**src/rtl/hazard_stall_if.sv**
```systemverilog
// Control bundle between the 5-stage pipeline and the hazard/stall sequencing unit.
// The pipeline side is the master; the hazard unit is the slave.
interface hazard_stall_if #(
    parameter int unsigned REG_ADDR_LEN = 5,
    parameter int unsigned CNT_W        = 16
);
    logic                    id_valid;
    logic [REG_ADDR_LEN-1:0] id_src1;
    logic [REG_ADDR_LEN-1:0] id_src2;
    logic                    id_two_src;
    logic [REG_ADDR_LEN-1:0] exe_dest;
    logic                    exe_wb_en;
    logic                    exe_mem_r_en;
    logic [REG_ADDR_LEN-1:0] mem_dest;
    logic                    mem_wb_en;
    logic                    branch_taken;
    logic                    mem_req;
    logic                    mem_ready;

    logic                    hazard_detected;
    logic                    pc_freeze;
    logic                    ifid_freeze;
    logic                    pipe_freeze;
    logic                    ifid_flush;
    logic                    idex_flush;
    logic                    mem_timeout;
    logic [CNT_W-1:0]        stall_count;

    modport master (
        output id_valid, id_src1, id_src2, id_two_src,
        output exe_dest, exe_wb_en, exe_mem_r_en,
        output mem_dest, mem_wb_en, branch_taken, mem_req, mem_ready,
        input  hazard_detected, pc_freeze, ifid_freeze, pipe_freeze,
        input  ifid_flush, idex_flush, mem_timeout, stall_count
    );

    modport slave (
        input  id_valid, id_src1, id_src2, id_two_src,
        input  exe_dest, exe_wb_en, exe_mem_r_en,
        input  mem_dest, mem_wb_en, branch_taken, mem_req, mem_ready,
        output hazard_detected, pc_freeze, ifid_freeze, pipe_freeze,
        output ifid_flush, idex_flush, mem_timeout, stall_count
    );
endinterface

```
**src/rtl/hazard_stall_unit.sv**
```systemverilog
// RAW hazard detection, branch flush and memory-wait freeze sequencing for the 5-stage core.
// Control outputs are combinational; only the wait FSM and the error/perf counters are registered.
module hazard_stall_unit #(
    parameter int unsigned REG_ADDR_LEN = 5,
    parameter bit          FWD_EN       = 1'b1,
    parameter int unsigned MEM_TIMEOUT  = 16,
    parameter int unsigned CNT_W        = 16
) (
    input  logic           clk,
    input  logic           rst_n,
    hazard_stall_if.slave  hs
);
    localparam int unsigned WAIT_W    = 8;
    localparam logic [WAIT_W-1:0] WAIT_LAST = WAIT_W'(MEM_TIMEOUT - 1);

    typedef enum logic [1:0] {
        ST_RUN      = 2'd0,
        ST_MEM_WAIT = 2'd1,
        ST_ERROR    = 2'd2
    } state_e;

    state_e              state_q, state_d;
    logic [WAIT_W-1:0]   wait_cnt_q, wait_cnt_d;
    logic                timeout_q, timeout_d;
    logic [CNT_W-1:0]    stall_cnt_q, stall_cnt_d;

    logic mf, dh, m_exe, m_mem;
    logic haz_c, pc_frz_c, ifid_frz_c, pipe_frz_c, ifid_fl_c, idex_fl_c;

    // Source/destination match; register 0 is hardwired and never creates a dependency
    assign m_exe = (hs.exe_dest != '0) &&
                   ((hs.id_src1 == hs.exe_dest) || (hs.id_two_src && (hs.id_src2 == hs.exe_dest)));
    assign m_mem = (hs.mem_dest != '0) &&
                   ((hs.id_src1 == hs.mem_dest) || (hs.id_two_src && (hs.id_src2 == hs.mem_dest)));

    always_ff @(posedge clk or negedge rst_n) begin
        if (!rst_n) begin
            state_q     <= ST_RUN;
            wait_cnt_q  <= '0;
            timeout_q   <= 1'b0;
            stall_cnt_q <= '0;
        end else begin
            state_q     <= state_d;
            wait_cnt_q  <= wait_cnt_d;
            timeout_q   <= timeout_d;
            stall_cnt_q <= stall_cnt_d;
        end
    end

    always_comb begin
        state_d     = state_q;
        wait_cnt_d  = wait_cnt_q;
        timeout_d   = timeout_q;
        stall_cnt_d = stall_cnt_q;
        mf          = 1'b0;
        dh          = 1'b0;
        haz_c       = 1'b0;
        pc_frz_c    = 1'b0;
        ifid_frz_c  = 1'b0;
        pipe_frz_c  = 1'b0;
        ifid_fl_c   = 1'b0;
        idex_fl_c   = 1'b0;

        unique case (state_q)
            ST_RUN: begin
                mf = hs.mem_req && !hs.mem_ready;
                if (mf) begin
                    state_d    = ST_MEM_WAIT;
                    wait_cnt_d = WAIT_W'(1);
                end
            end
            ST_MEM_WAIT: begin
                mf = !hs.mem_ready;
                if (hs.mem_ready) begin
                    state_d    = ST_RUN;
                    wait_cnt_d = '0;
                end else if (wait_cnt_q == WAIT_LAST) begin
                    state_d   = ST_ERROR;
                    timeout_d = 1'b1;
                end else begin
                    wait_cnt_d = wait_cnt_q + WAIT_W'(1);
                end
            end
            ST_ERROR: mf = 1'b1;
            default:  state_d = ST_RUN;
        endcase

        // With forwarding only a load in EXE cannot be bypassed to ID
        if (FWD_EN) begin
            dh = hs.id_valid && hs.exe_wb_en && hs.exe_mem_r_en && m_exe;
        end else begin
            dh = hs.id_valid && ((hs.exe_wb_en && m_exe) || (hs.mem_wb_en && m_mem));
        end

        // Freeze beats flush beats bubble; a branch seen while frozen is held in EXE
        if (rst_n) begin
            if (mf) begin
                pipe_frz_c = 1'b1;
                pc_frz_c   = 1'b1;
                ifid_frz_c = 1'b1;
            end else if (hs.branch_taken) begin
                ifid_fl_c  = 1'b1;
                idex_fl_c  = 1'b1;
            end else if (dh) begin
                haz_c      = 1'b1;
                pc_frz_c   = 1'b1;
                ifid_frz_c = 1'b1;
            end
        end

        if (pc_frz_c && (stall_cnt_q != '1)) begin
            stall_cnt_d = stall_cnt_q + CNT_W'(1);
        end
    end

    assign hs.hazard_detected = haz_c;
    assign hs.pc_freeze       = pc_frz_c;
    assign hs.ifid_freeze     = ifid_frz_c;
    assign hs.pipe_freeze     = pipe_frz_c;
    assign hs.ifid_flush      = ifid_fl_c;
    assign hs.idex_flush      = idex_fl_c;
    assign hs.mem_timeout     = timeout_q;
    assign hs.stall_count     = stall_cnt_q;
endmodule

```
**src/flat_wrapper.sv**
```systemverilog
// flat-port wrapper written by rule: the top's interface ports become plain ports
module hazard_stall_unit_flat 
#(
    parameter int unsigned REG_ADDR_LEN = 5,
    parameter bit          FWD_EN       = 1'b1,
    parameter int unsigned MEM_TIMEOUT  = 16,
    parameter int unsigned CNT_W        = 16
)
  (clk, rst_n, hs_id_valid, hs_id_src1, hs_id_src2, hs_id_two_src, hs_exe_dest, hs_exe_wb_en, hs_exe_mem_r_en, hs_mem_dest, hs_mem_wb_en, hs_branch_taken, hs_mem_req, hs_mem_ready, hs_hazard_detected, hs_pc_freeze, hs_ifid_freeze, hs_pipe_freeze, hs_ifid_flush, hs_idex_flush, hs_mem_timeout, hs_stall_count);
  hazard_stall_if #(.REG_ADDR_LEN(REG_ADDR_LEN), .CNT_W(CNT_W)) hs_i ();
  input  logic clk;
  input  logic rst_n;
  input wire logic [$bits(hs_i.id_valid)-1:0] hs_id_valid;
  input wire logic [$bits(hs_i.id_src1)-1:0] hs_id_src1;
  input wire logic [$bits(hs_i.id_src2)-1:0] hs_id_src2;
  input wire logic [$bits(hs_i.id_two_src)-1:0] hs_id_two_src;
  input wire logic [$bits(hs_i.exe_dest)-1:0] hs_exe_dest;
  input wire logic [$bits(hs_i.exe_wb_en)-1:0] hs_exe_wb_en;
  input wire logic [$bits(hs_i.exe_mem_r_en)-1:0] hs_exe_mem_r_en;
  input wire logic [$bits(hs_i.mem_dest)-1:0] hs_mem_dest;
  input wire logic [$bits(hs_i.mem_wb_en)-1:0] hs_mem_wb_en;
  input wire logic [$bits(hs_i.branch_taken)-1:0] hs_branch_taken;
  input wire logic [$bits(hs_i.mem_req)-1:0] hs_mem_req;
  input wire logic [$bits(hs_i.mem_ready)-1:0] hs_mem_ready;
  output wire logic [$bits(hs_i.hazard_detected)-1:0] hs_hazard_detected;
  output wire logic [$bits(hs_i.pc_freeze)-1:0] hs_pc_freeze;
  output wire logic [$bits(hs_i.ifid_freeze)-1:0] hs_ifid_freeze;
  output wire logic [$bits(hs_i.pipe_freeze)-1:0] hs_pipe_freeze;
  output wire logic [$bits(hs_i.ifid_flush)-1:0] hs_ifid_flush;
  output wire logic [$bits(hs_i.idex_flush)-1:0] hs_idex_flush;
  output wire logic [$bits(hs_i.mem_timeout)-1:0] hs_mem_timeout;
  output wire logic [$bits(hs_i.stall_count)-1:0] hs_stall_count;
  assign hs_i.id_valid = hs_id_valid;
  assign hs_i.id_src1 = hs_id_src1;
  assign hs_i.id_src2 = hs_id_src2;
  assign hs_i.id_two_src = hs_id_two_src;
  assign hs_i.exe_dest = hs_exe_dest;
  assign hs_i.exe_wb_en = hs_exe_wb_en;
  assign hs_i.exe_mem_r_en = hs_exe_mem_r_en;
  assign hs_i.mem_dest = hs_mem_dest;
  assign hs_i.mem_wb_en = hs_mem_wb_en;
  assign hs_i.branch_taken = hs_branch_taken;
  assign hs_i.mem_req = hs_mem_req;
  assign hs_i.mem_ready = hs_mem_ready;
  assign hs_hazard_detected = hs_i.hazard_detected;
  assign hs_pc_freeze = hs_i.pc_freeze;
  assign hs_ifid_freeze = hs_i.ifid_freeze;
  assign hs_pipe_freeze = hs_i.pipe_freeze;
  assign hs_ifid_flush = hs_i.ifid_flush;
  assign hs_idex_flush = hs_i.idex_flush;
  assign hs_mem_timeout = hs_i.mem_timeout;
  assign hs_stall_count = hs_i.stall_count;
  hazard_stall_unit #(.REG_ADDR_LEN(REG_ADDR_LEN), .FWD_EN(FWD_EN), .MEM_TIMEOUT(MEM_TIMEOUT), .CNT_W(CNT_W)) u_core (.clk(clk), .rst_n(rst_n), .hs(hs_i));
endmodule
```
**config.mk**
```make
export PLATFORM = sky130hd
export DESIGN_NAME = hazard_stall_unit_flat
export DESIGN_NICKNAME = d
export VERILOG_FILES = /design/src/rtl/hazard_stall_if.sv /design/src/rtl/hazard_stall_unit.sv /design/src/flat_wrapper.sv
export SDC_FILE = /design/constraint.sdc
export NUM_CORES = 1
export LEC_CHECK = 0
export ABC_AREA = 1
export BUFFER_PORTS_ARGS = -buffer_cell sky130_fd_sc_hd__buf_2
export CAP_MARGIN = 20
export CORE_MARGIN = 2
export CORE_UTILIZATION = 47
export DETAILED_ROUTE_END_ITERATION = 8
export HOLD_SLACK_MARGIN = 0.02
export PLACE_DENSITY = 0.75
export SLEW_MARGIN = 20
export SYNTH_ARGS = -nofsm -noshare
export SYNTH_HDL_FRONTEND = slang
export SYNTH_SLANG_ARGS = --single-unit
```
**constraint.sdc**
```tcl
create_clock -name clk -period 1.4 [get_ports clk]
set_input_delay 0.07 -clock clk [delete_from_list [all_inputs] [get_ports clk]]
set_output_delay 0.07 -clock clk [all_outputs]
set_load 0.1 [all_outputs]
```
==> implementation parameters, run 1 <==
Parameter                              Value

Routing
  Antenna-violating nets left    0
  DRC violation total after the first TritonRoute iteration    149
  Via count    2178
  Routed length per instance    14.0 um
  Final WL    5960 um
  Number of detailed-route iterations in the first pass    4
  Post-detailed-route via-to-cell ratio    5.12
  # DRC    0

Floorplan
  Initial Util    0.483
  Number of ports placed on the die boundary    53
  Die height    67.9 um
  Row count    23
  Area of the die    4610 um2
  Floorplan core area    3970 um2
  DIE WIDTH    67.9 um

Clock tree
  CTS Buf Count    3
  Clock Sink Count    27
  Cell at the root of the clock tree    clkbuf_8
  Bufs on Longest Clock Path    2
  Later-pin clock latency in the skew report    0.29 ns
  CTS H-tree depth    1
  Worst-path clk slew    0.10 ns
  CTS tree    done

Critical path
  Critical path arrival    1.61 ns
  Worst path bufs/invs    4
  Path type of the worst setup path    reg -> out
  Type of origin of the critical path    flip-flop
  CP Capture Type    primary output
  Required time worst endpoint    1.33 ns
  Cells along the critical path    nand2_2 -> inv_2 -> nand2_4 -> o211ai_4 -> buf_4 -> buf_6 -> nor2_4 -> buf_12
  Largest fanout on the critical path    4
  Slowest stage delay, CP    0.46 ns
  Crit path max-delay cell type    dfrtp_2
  Kind of cell with the highest combined delay on the critical path    buffers and inverters
  R2r setup slk    -0.25 ns

Layout
  Most frequent standard cell in the layout excluding fill and tap cells    nand2_1
  Ant diodes    0
  Layout overhead on the synthesized area    61.0%
  Final Net Count    408
  Storage cell area    714 um2
  Fraction of layout instances using a drive strength above 1    0.507
  Filler Cell Count    263
  Multi-input gate area in the final layout    1290 um2
  Most used cells in the layout excluding fill and tap cells    79 x nand2_1, 42 x buf_4, 40 x buf_2, 29 x inv_1, 20 x nor2_1
  Post-Route Utilization    0.778

Power and ir drop
  VDD IR-drop max    0.000493 V
  Ratio of total power to cell area    796 nW/um2
  Leak    1.61 nW
  Overall power after layout    2.46 mW

Placement
  Routability-driven placement congestion ratio    0.863
  IO buf count    46
  Hpwl dp    3760 um

STA
  Setup clock skew after layout    0.00646 ns
  Top achievable clock speed    0.595 GHz
  Setup slack after layout    -0.279 ns
  RSZ-0062 raised after global routing    yes
  Setup tns final    -4.97 ns
  Count of final hold-check violations    0
  Transition time at the pin with the least slew margin    0.485 ns
  Max-slew violation count    0
  Remaining max-slew budget at the tightest pin    0.679
  Setup violations, final    22
  Final worst path period need    1.68 ns
  Crit share post-route    1.20

Global routing
  GRT Residual Overflow    0
  Pin count of the biggest net entering global routing    28
  First-pass GRT wire length    9060 um
  Number of global-route vias before repair    2136
  Number of antenna violations at the first check in global routing    0
  Overall routing resource usage    0.262

Synth
  Warnings from Yosys    0
  Share of synthesized area occupied by flip-flops and latches    0.352
  Synth Register Bits    27
  Synth unique cells    30
  Post-synthesis cell area    1920 um2
  Mapped Avg Cell Area    6.95 um2
  Synthesized netlist cell count    276
  Net count of the mapped netlist    308

Worst hold path
  Hold/Removal Path Class    in -> reg

Flow run
  MaxCap Viol Count    0

Outcome
  Run status    finished, violations left
  Violated checks    negative setup slack
metal layers:
metal | wire [um] | GRT usage
met1 | 2330 | 0.306
met2 | 3200 | 0.484
met3 | 244 | 0.0296
met4 | 183 | 0.110
met5 | 0 | 0
state kept, by name (all words and copies together) (netlist names):
name and flops:
u_core.hs.mem_timeout 1, u_core.wait_cnt_q 8, u_core.hs.stall_count 16, u_core.state_q 2
what timing repair did:
| item | CTS | global route |
|---|---|---|
| setup buffers | 11 | 2 |
| hold buffers | 1 | 0 |
| setup endpoints to repair | 30 | 32 |
| hold endpoints to repair | 27 | 0 |
| pin swaps | 9 | 8 |
| gates cloned | 2 | 2 |
| gates resized for setup | 17 | 32 |
Yosys cell counts:
| cell | number | area [um2] |
|---|---|---|
| xor2_1 | 9 | 78.8 |
| o31ai_1 | 1 | 7.51 |
| or2_2 | 2 | 12.5 |
| ha_1 | 2 | 25.0 |
| nor2_4 | 1 | 11.3 |
| clkinv_1 | 1 | 3.75 |
| o21ai_0 | 4 | 20.0 |
| nand3_4 | 1 | 17.5 |
| nand2_1 | 93 | 349 |
| nand3_2 | 9 | 90.1 |
| xnor2_1 | 4 | 35.0 |
| inv_2 | 9 | 33.8 |
| nand2_2 | 6 | 37.5 |
| nor4_1 | 4 | 25.0 |
| o22ai_1 | 1 | 6.26 |
| nor2_1 | 24 | 90.1 |
| buf_6 | 2 | 22.5 |
| buf_4 | 2 | 15.0 |
| nor3_1 | 5 | 25.0 |
| o211ai_2 | 1 | 12.5 |
| nand4_1 | 3 | 18.8 |
| buf_2 | 1 | 5.00 |
| nor3_2 | 2 | 20.0 |
| inv_1 | 33 | 124 |
| dfrtp_1 | 27 | 676 |
| a21oi_1 | 2 | 10.0 |
| o211ai_1 | 1 | 7.51 |
| nand3_1 | 23 | 115 |
| buf_8 | 1 | 15.0 |
| o21ai_1 | 2 | 10.0 |
worst paths after layout:
| kind | from | to | depth (start not counted) |
|---|---|---|---|
| worst max-delay path | u_core.state_q[0] | hs_hazard_detected | 8 |
| worst min-delay path | hs_mem_ready | u_core.wait_cnt_q[5] | 2 |
| worst max register to register | u_core.state_q[0] | u_core.hs.stall_count[5] | 11 |
| worst min register to register | u_core.hs.mem_timeout | u_core.hs.mem_timeout | 1 |
| max in group asynchronous | rst_n | u_core.hs.stall_count[7] | 3 |
| min in group asynchronous | rst_n | u_core.hs.stall_count[14] | 3 |
metrics by stage:
stage | worst slack, ns | std cells | area (um2) | hold slack, ns
3_3_place_gp | -0.119 | 404 | 2690 | 0.167
2_1_floorplan | -0.555 | 276 | 2110 | -0.226
5_1_grt | -0.329 | 425 | 3090 | 0.0711
6_report | -0.279 | 425 | 3090 | 0.0350
3_5_place_dp | -0.181 | 404 | 2690 | 0.169
4_1_cts | -0.255 | 422 | 2930 | 0.0231
cells by family after synthesis:
| group | after synthesis | share of synthesized area |
|---|---|---|
| AO/OA/AOI/OAI | 12 | 0.0385 |
| buffers and inverters | 49 | 0.114 |
| flip-flops | 27 | 0.352 |
| adder cells (fa/ha/maj) | 2 | 0.0130 |
| AND/OR/NAND/NOR | 173 | 0.423 |
| XOR/XNOR | 13 | 0.0593 |
where the power goes:
| part | internal, mW | total [mW] | switching (mW) | leakage [nW] |
|---|---|---|---|---|
| combinational | 0.319 | 1.06 | 0.744 | 1.27 |
| clock | 0.205 | 0.474 | 0.269 | 0.0228 |
| sequential | 0.856 | 0.924 | 0.0672 | 0.325 |
worst register-to-register path, stage by stage (launching register included):
cell       delay (ns)
dfrtp_2          0.46
nand2_2          0.11
inv_2            0.06
nand2_4          0.07
o211ai_4         0.09
nand2_2          0.12
nand2_4          0.06
buf_4            0.14
buf_12           0.14
clkbuf_16        0.16
nand3_2          0.06
nand2_1          0.05
final cells by class:
class,count,area share
multi-input cells,202,0.419
repair buffers,99,0.261
flip-flops and latches,27,0.231
inverters,43,0.0543
well taps,50,0.0202
clock buffers,4,0.0146
(Power assumes the default switching activity.)
==> run 2, diff against run 1 <==
==> constraint.sdc (replaced) <==
create_clock -name clk -period 1.4 [get_ports clk]
set_input_delay 0.21 -clock clk [delete_from_list [all_inputs] [get_ports clk]]
set_output_delay 0.21 -clock clk [all_outputs]
set_load 0.1 [all_outputs]
==> run 2 against run 1 <==
The flow still finishes with violations (negative setup slack); sequential power is 0.4% higher; worst setup slack got worse by 0.081 ns; combinational power increased by 13%; global-route usage is essentially flat; clock-buffer cell count stayed put; highest routed layer unchanged; largest cell class unchanged; critical endpoint is now hs_ifid_flush; power grew 5.6%; first-iteration DRC count shrank 28%; core utilization grew 3.0 points; register-to-register slack better by 0.08 ns.
==> implementation parameters, run 2 (synthesized netlist as in run 1, its figures left out) <==
Parameter                              Value

Clock tree
  Bufs on Longest Clock Path    2
  Cell at the root of the clock tree    clkbuf_8
  CTS H-tree depth    1
  CTS Buf Count    3
  Worst-path clk slew    0.10 ns
  CTS tree    done
  Clock Sink Count    27
  Later-pin clock latency in the skew report    0.29 ns

Layout
  Most frequent standard cell in the layout excluding fill and tap cells    nand2_1
  Post-Route Utilization    0.808
  Layout overhead on the synthesized area    67.1%
  Final Net Count    416
  Ant diodes    0
  Most used cells in the layout excluding fill and tap cells    86 x nand2_1, 62 x buf_4, 27 x inv_1, 26 x buf_2, 21 x nor2_1
  Fraction of layout instances using a drive strength above 1    0.504
  Max FFs per register    16

Critical path
  Slowest stage delay, CP    0.45 ns
  Crit path max-delay cell type    dfrtp_2
  Path type of the worst setup path    reg -> out
  Critical path arrival    1.55 ns
  R2r setup slk    -0.17 ns
  Required time worst endpoint    1.19 ns
  Largest fanout on the critical path    4
  Cells along the critical path    nand2_2 -> inv_2 -> nand2_4 -> o211ai_4 -> nor3_4 -> buf_12
  Type of origin of the critical path    flip-flop
  CP Capture Type    primary output
  Kind of cell with the highest combined delay on the critical path    flip-flops
  Worst path bufs/invs    2

Global routing
  Pin count of the biggest net entering global routing    28
  Number of antenna violations at the first check in global routing    0
  Overall routing resource usage    0.262
  GRT Residual Overflow    0
  Number of global-route vias before repair    2202
  First-pass GRT wire length    9180 um

Placement
  IO buf count    46
  Routability-driven placement congestion ratio    0.856
  Hpwl dp    4080 um

Routing
  Final WL    5780 um
  Post-detailed-route via-to-cell ratio    4.99
  # DRC    0
  Number of detailed-route iterations in the first pass    4
  Antenna-violating nets left    0
  Routed length per instance    13.3 um
  Via count    2161
  DRC violation total after the first TritonRoute iteration    107

Floorplan
  Area of the die    4610 um2
  Floorplan core area    3970 um2
  Number of ports placed on the die boundary    53
  Row count    23
  DIE WIDTH    67.9 um
  Initial Util    0.483
  Die height    67.9 um

Power and ir drop
  Ratio of total power to cell area    810 nW/um2
  VDD IR-drop max    0.000471 V
  Sw Pwr    1.09 mW
  Switch share    0.421
  Int Power    1.51 mW
  Leak    1.63 nW
  Fraction of power consumed by combinational cells    0.461
  Clock group share of total power    0.182
  Sequential Power Share    0.357

STA
  Crit share post-route    1.26
  Transition time at the pin with the least slew margin    0.486 ns
  Setup violations, final    22
  Final worst path period need    1.76 ns
  Setup clock skew after layout    0.0141 ns
  Max-slew violation count    0
  Minimum hold slack    0.0563 ns
  Count of final hold-check violations    0
  RSZ-0062 raised after global routing    yes
  Remaining max-slew budget at the tightest pin    0.678
  Setup slack after layout    -0.360 ns
  Top achievable clock speed    0.568 GHz

Outcome
  Run status    finished, violations left
  Violated checks    negative setup slack

Flow run
  MaxCap Viol Count    0

Worst hold path
  Hold/Removal Path Class    in -> async
run 2: cell count changes in the layout (fill, tap and decap cells not counted), moves of 4 or more:
| cell | change |
|---|---|
| nand2_1 | +7 |
| buf_2 | -14 |
| buf_12 | +8 |
| o21ai_1 | +4 |
| nand2_2 | -6 |
| buf_4 | +20 |
run 2: area by class of cell:
cell class / instances / area (um2)
multi-input combinational: 200 / 1250
timing repair buffer: 109 / 965
fill: 255 / 763
sequential: 27 / 716
inverter: 43 / 168
tap: 50 / 62.6
clock buffer: 4 / 45.0
run 2: metal layers:
metal  routed length (um)  GRT usage
met1                 2290      0.284
met3                  161     0.0329
met5                    0          0
met4                   74     0.0900
met2                 3260      0.517
run 2: through the flow:
stage / setup TNS [ns] / worst slack, ns / instances / power [mW] / area [um2]
after floorplan: -7.15 / -0.695 / 276 / 1.63 / 2110
after global placement: -0.672 / -0.0561 / 422 / 2.04 / 2960
after detailed placement: -1.95 / -0.116 / 422 / 2.07 / 2960
after CTS: -4.36 / -0.357 / 431 / 2.57 / 3110
after global routing: -6.85 / -0.442 / 433 / 2.72 / 3210
final: -4.29 / -0.360 / 433 / 2.60 / 3210
run 2: path summary, 6_finish.rpt:
path | endpoint | start | cells past startpoint
worst max register to register | u_core.hs.stall_count[7] | u_core.state_q[0] | 10
worst min-delay path | u_core.hs.stall_count[8] | rst_n | 3
worst max-delay path | hs_ifid_flush | u_core.state_q[0] | 6
worst min register to register | u_core.hs.mem_timeout | u_core.hs.mem_timeout | 1
min in group clk | u_core.wait_cnt_q[5] | hs_mem_ready | 3
max in group asynchronous | u_core.hs.stall_count[6] | rst_n | 3
run 2: power groups by stage:
stage | Sequential [mW] | Clock (mW) | Combinational (mW)
after CTS | 0.925 | 0.466 | 1.17
final | 0.928 | 0.473 | 1.20
after global placement | 0.932 | 0 | 1.11
after floorplan | 1.34 | 0 | 0.286
after global routing | 0.936 | 0.510 | 1.27
after detailed placement | 0.935 | 0 | 1.14
run 2: what timing repair did:
action | CTS | global route
gates resized for setup | 18 | 25
hold buffers | 0 | 0
endpoints found under the hold margin | 0 | 0
setup buffers | 5 | 5
pin swaps | 8 | 10
setup endpoints to repair | 34 | 34
run 2: worst reg2reg max path: stages (launching register included):
cell and delay, ns:
dfrtp_2 0.45, nor2_1 0.14, inv_2 0.07, o211ai_4 0.11, nand2_2 0.09, nand2_2 0.09, buf_12 0.13, buf_6 0.14
nand2_8 0.10, nand2_1 0.09, nand2_1 0.05
==> run 3, diff against run 2 <==
--- a/config.mk
+++ b/config.mk
@@ -5,14 +5,15 @@
 export SDC_FILE = /design/constraint.sdc
 export NUM_CORES = 1
 export LEC_CHECK = 0
-export ABC_AREA = 1
+export ABC_AREA = 0
 export BUFFER_PORTS_ARGS = -buffer_cell sky130_fd_sc_hd__buf_2
 export CAP_MARGIN = 20
 export CORE_MARGIN = 2
-export CORE_UTILIZATION = 47
+export CORE_UTILIZATION = 45
 export DETAILED_ROUTE_END_ITERATION = 8
 export HOLD_SLACK_MARGIN = 0.02
-export PLACE_DENSITY = 0.75
+export PLACE_DENSITY = 0.74
+export SKIP_CTS_REPAIR_TIMING = 1
 export SLEW_MARGIN = 20
 export SYNTH_ARGS = -nofsm -noshare
 export SYNTH_HDL_FRONTEND = slang
==> run 3 against run 2 <==
The flow still finishes with violations (negative setup slack); sequential share of layout area barely moved; wire length rose by 55%; final area rose by 1.2%; register-to-register slack got worse by 0.46 ns; critical endpoint is now u_core.hs.stall_count[13]; largest power group unchanged.
==> implementation parameters, run 3 <==
Parameter                              Value

Clock tree
  CTS tree    done
  Bufs on Longest Clock Path    2
  CTS Buf Count    3
  CTS H-tree depth    1
  Worst-path clk slew    0.18 ns
  Cell at the root of the clock tree    clkbuf_4
  Clock Sink Count    27
  Later-pin clock latency in the skew report    0.35 ns

Routing
  Sum of met2 wire segment lengths after detailed routing    4490 um
  DRC violation total after the first TritonRoute iteration    321
  Post-detailed-route via-to-cell ratio    6.44
  Number of detailed-route iterations in the first pass    5
  Routed length on met1    3050 um
  Final WL    8980 um
  Antenna-violating nets left    0
  Via count    2112
  # DRC    0
  Routed length per instance    27.4 um
  Top metal layer carrying routed signals    met4
  Metal3 WL    784 um

Layout
  Design area    3250 um2
  Fraction of layout instances using a drive strength above 1    0.720
  Layout overhead on the synthesized area    104%
  Final Net Count    315
  Ant diodes    0
  Post-Route Utilization    0.966
  Most frequent standard cell in the layout excluding fill and tap cells    buf_4
  Max FFs per register    16
  Most used cells in the layout excluding fill and tap cells    45 x buf_4, 24 x buf_2, 24 x buf_6, 22 x buf_12, 11 x dfrtp_4

Placement
  Area after detailed placement    2730 um2
  IO buf count    46
  Hpwl dp    3730 um
  Routability-driven placement congestion ratio    0.885

Critical path
  Critical path arrival    2.28 ns
  Largest fanout on the critical path    8
  Type of origin of the critical path    flip-flop
  CP Capture Type    flip-flop
  Required time worst endpoint    1.65 ns
  Path type of the worst setup path    reg -> reg

STA
  Top achievable clock speed    0.492 GHz
  Final worst path period need    2.03 ns
  RSZ-0062 raised after global routing    yes
  Setup tns final    -12.23 ns
  Transition time at the pin with the least slew margin    0.502 ns
  Crit share post-route    1.45
  Setup slack after layout    -0.632 ns
  Minimum hold slack    0.177 ns
  Count of final hold-check violations    0
  Max-slew violation count    0
  Remaining max-slew budget at the tightest pin    0.668
  Setup violations, final    39
  Setup clock skew after layout    0.00496 ns

Global routing
  Pin count of the biggest net entering global routing    20
  Number of global-route vias before repair    1752
  Number of antenna violations at the first check in global routing    0
  First-pass GRT wire length    7790 um
  Overall routing resource usage    0.242
  GRT Residual Overflow    0

Synth
  Top-count cell post-synth    dfrtp_1
  Top cells by count, synth    27 x dfrtp_1, 16 x nand2_1, 13 x nor2_1
  Mapped Avg Cell Area    9.60 um2
  Dominant cells by area after synthesis    dfrtp_1 42%, xnor2_1 6.6%, xor2_1 5.5%, nand2_1 3.8%, and3_1 3.1%
  Warnings from Yosys    0
  Post-synthesis cell area    1590 um2
  Net count of the mapped netlist    198
  Area share of the leading cell type in the synthesized netlist    0.424
  Synth unique cells    42
  Synth Register Bits    27
  Synthesized netlist cell count    166
  Share of synthesized area occupied by flip-flops and latches    0.424
  Number of enable flip-flop cells after synthesis    0
  Cell accounting for the most synthesized area    dfrtp_1
  Asr flop ratio synth    1.00
  Post-synth top flop    dfrtp_1

Flow run
  MaxCap Viol Count    0

Floorplan
  Die height    63.5 um
  Area of the die    4030 um2
  Initial Util    0.474
  Number of ports placed on the die boundary    53
  Row count    21
  DIE WIDTH    63.5 um
  Floorplan core area    3360 um2

Power and ir drop
  Leak    1.42 nW
  Ratio of total power to cell area    1100 nW/um2
  VDD IR-drop max    0.000740 V

Outcome
  Violated checks    negative setup slack
  Run status    finished, violations left

Worst hold path
  Hold/Removal Path Class    in -> reg
run 3: final timing paths:
| kind | slack, ns | cells past startpoint | startpoint | end |
|---|---|---|---|---|
| min | 0.18 | 2 | hs_mem_req | u_core.state_q[0] |
| max reg2reg | -0.63 | 10 | u_core.state_q[0] | u_core.hs.stall_count[13] |
| max | -0.63 | 10 | u_core.state_q[0] | u_core.hs.stall_count[13] |
| max in group asynchronous | 0.46 | 3 | rst_n | u_core.hs.stall_count[4] |
| min in group asynchronous | 0.64 | 3 | rst_n | u_core.state_q[1] |
| min reg2reg | 0.58 | 1 | u_core.hs.mem_timeout | u_core.hs.mem_timeout |
run 3: per-stage QoR:
step	power [mW]	cells	worst slack, ns
detailed placement	2.86	307	-0.424
finish	3.56	328	-0.632
floorplan	2.04	166	-0.657
global placement	2.81	307	-0.359
CTS	3.20	311	-0.512
global route	3.64	328	-0.602
run 3: per-layer routing:
layer	track usage	vias up
met5	0	-
met1	0.271	997
met2	0.470	199
li1	-	836
met4	0.0571	0
met3	0.0393	80
run 3: logic make-up after synthesis:
| logic type | count (synthesis) | synth area share |
|---|---|---|
| and+or+nand+nor | 74 | 0.254 |
| AOI/OAI and AO/OA | 32 | 0.142 |
| DFF | 27 | 0.424 |
| xor gates and xnor gates | 22 | 0.121 |
| buffers and inverters | 8 | 0.0337 |
| adders and majority gates | 2 | 0.0157 |
| muxes | 1 | 0.00942 |
run 3: power by group:
part / internal (mW) / total (mW) / switching [mW] / leakage [nW]
sequential: 0.934 / 1.04 / 0.110 / 0.334
combinational: 0.855 / 2.13 / 1.28 / 1.07
clock: 0.107 / 0.390 / 0.282 / 0.0177
total: 1.90 / 3.56 / 1.67 / 1.42
run 3: layout make-up:
class,instances,area (um2)
clock buffers,3,22.5
repair buffers,117,1190
multi-input cells,131,1230
clock inverters,1,5.00
fillers,66,115
flip-flops and latches,27,724
inverters,3,15.0
well taps,46,57.6
run 3: worst max-delay path, cell delays in order (launching register included):
cell and delay, ns:
dfrtp_1 0.43, buf_6 0.15, nor2_4 0.04, o31ai_4 0.22
nand2_2 0.13, o21ai_4 0.10, buf_12 0.15, buf_4 0.12
buf_6 0.15, nand4_1 0.15, xnor2_1 0.30
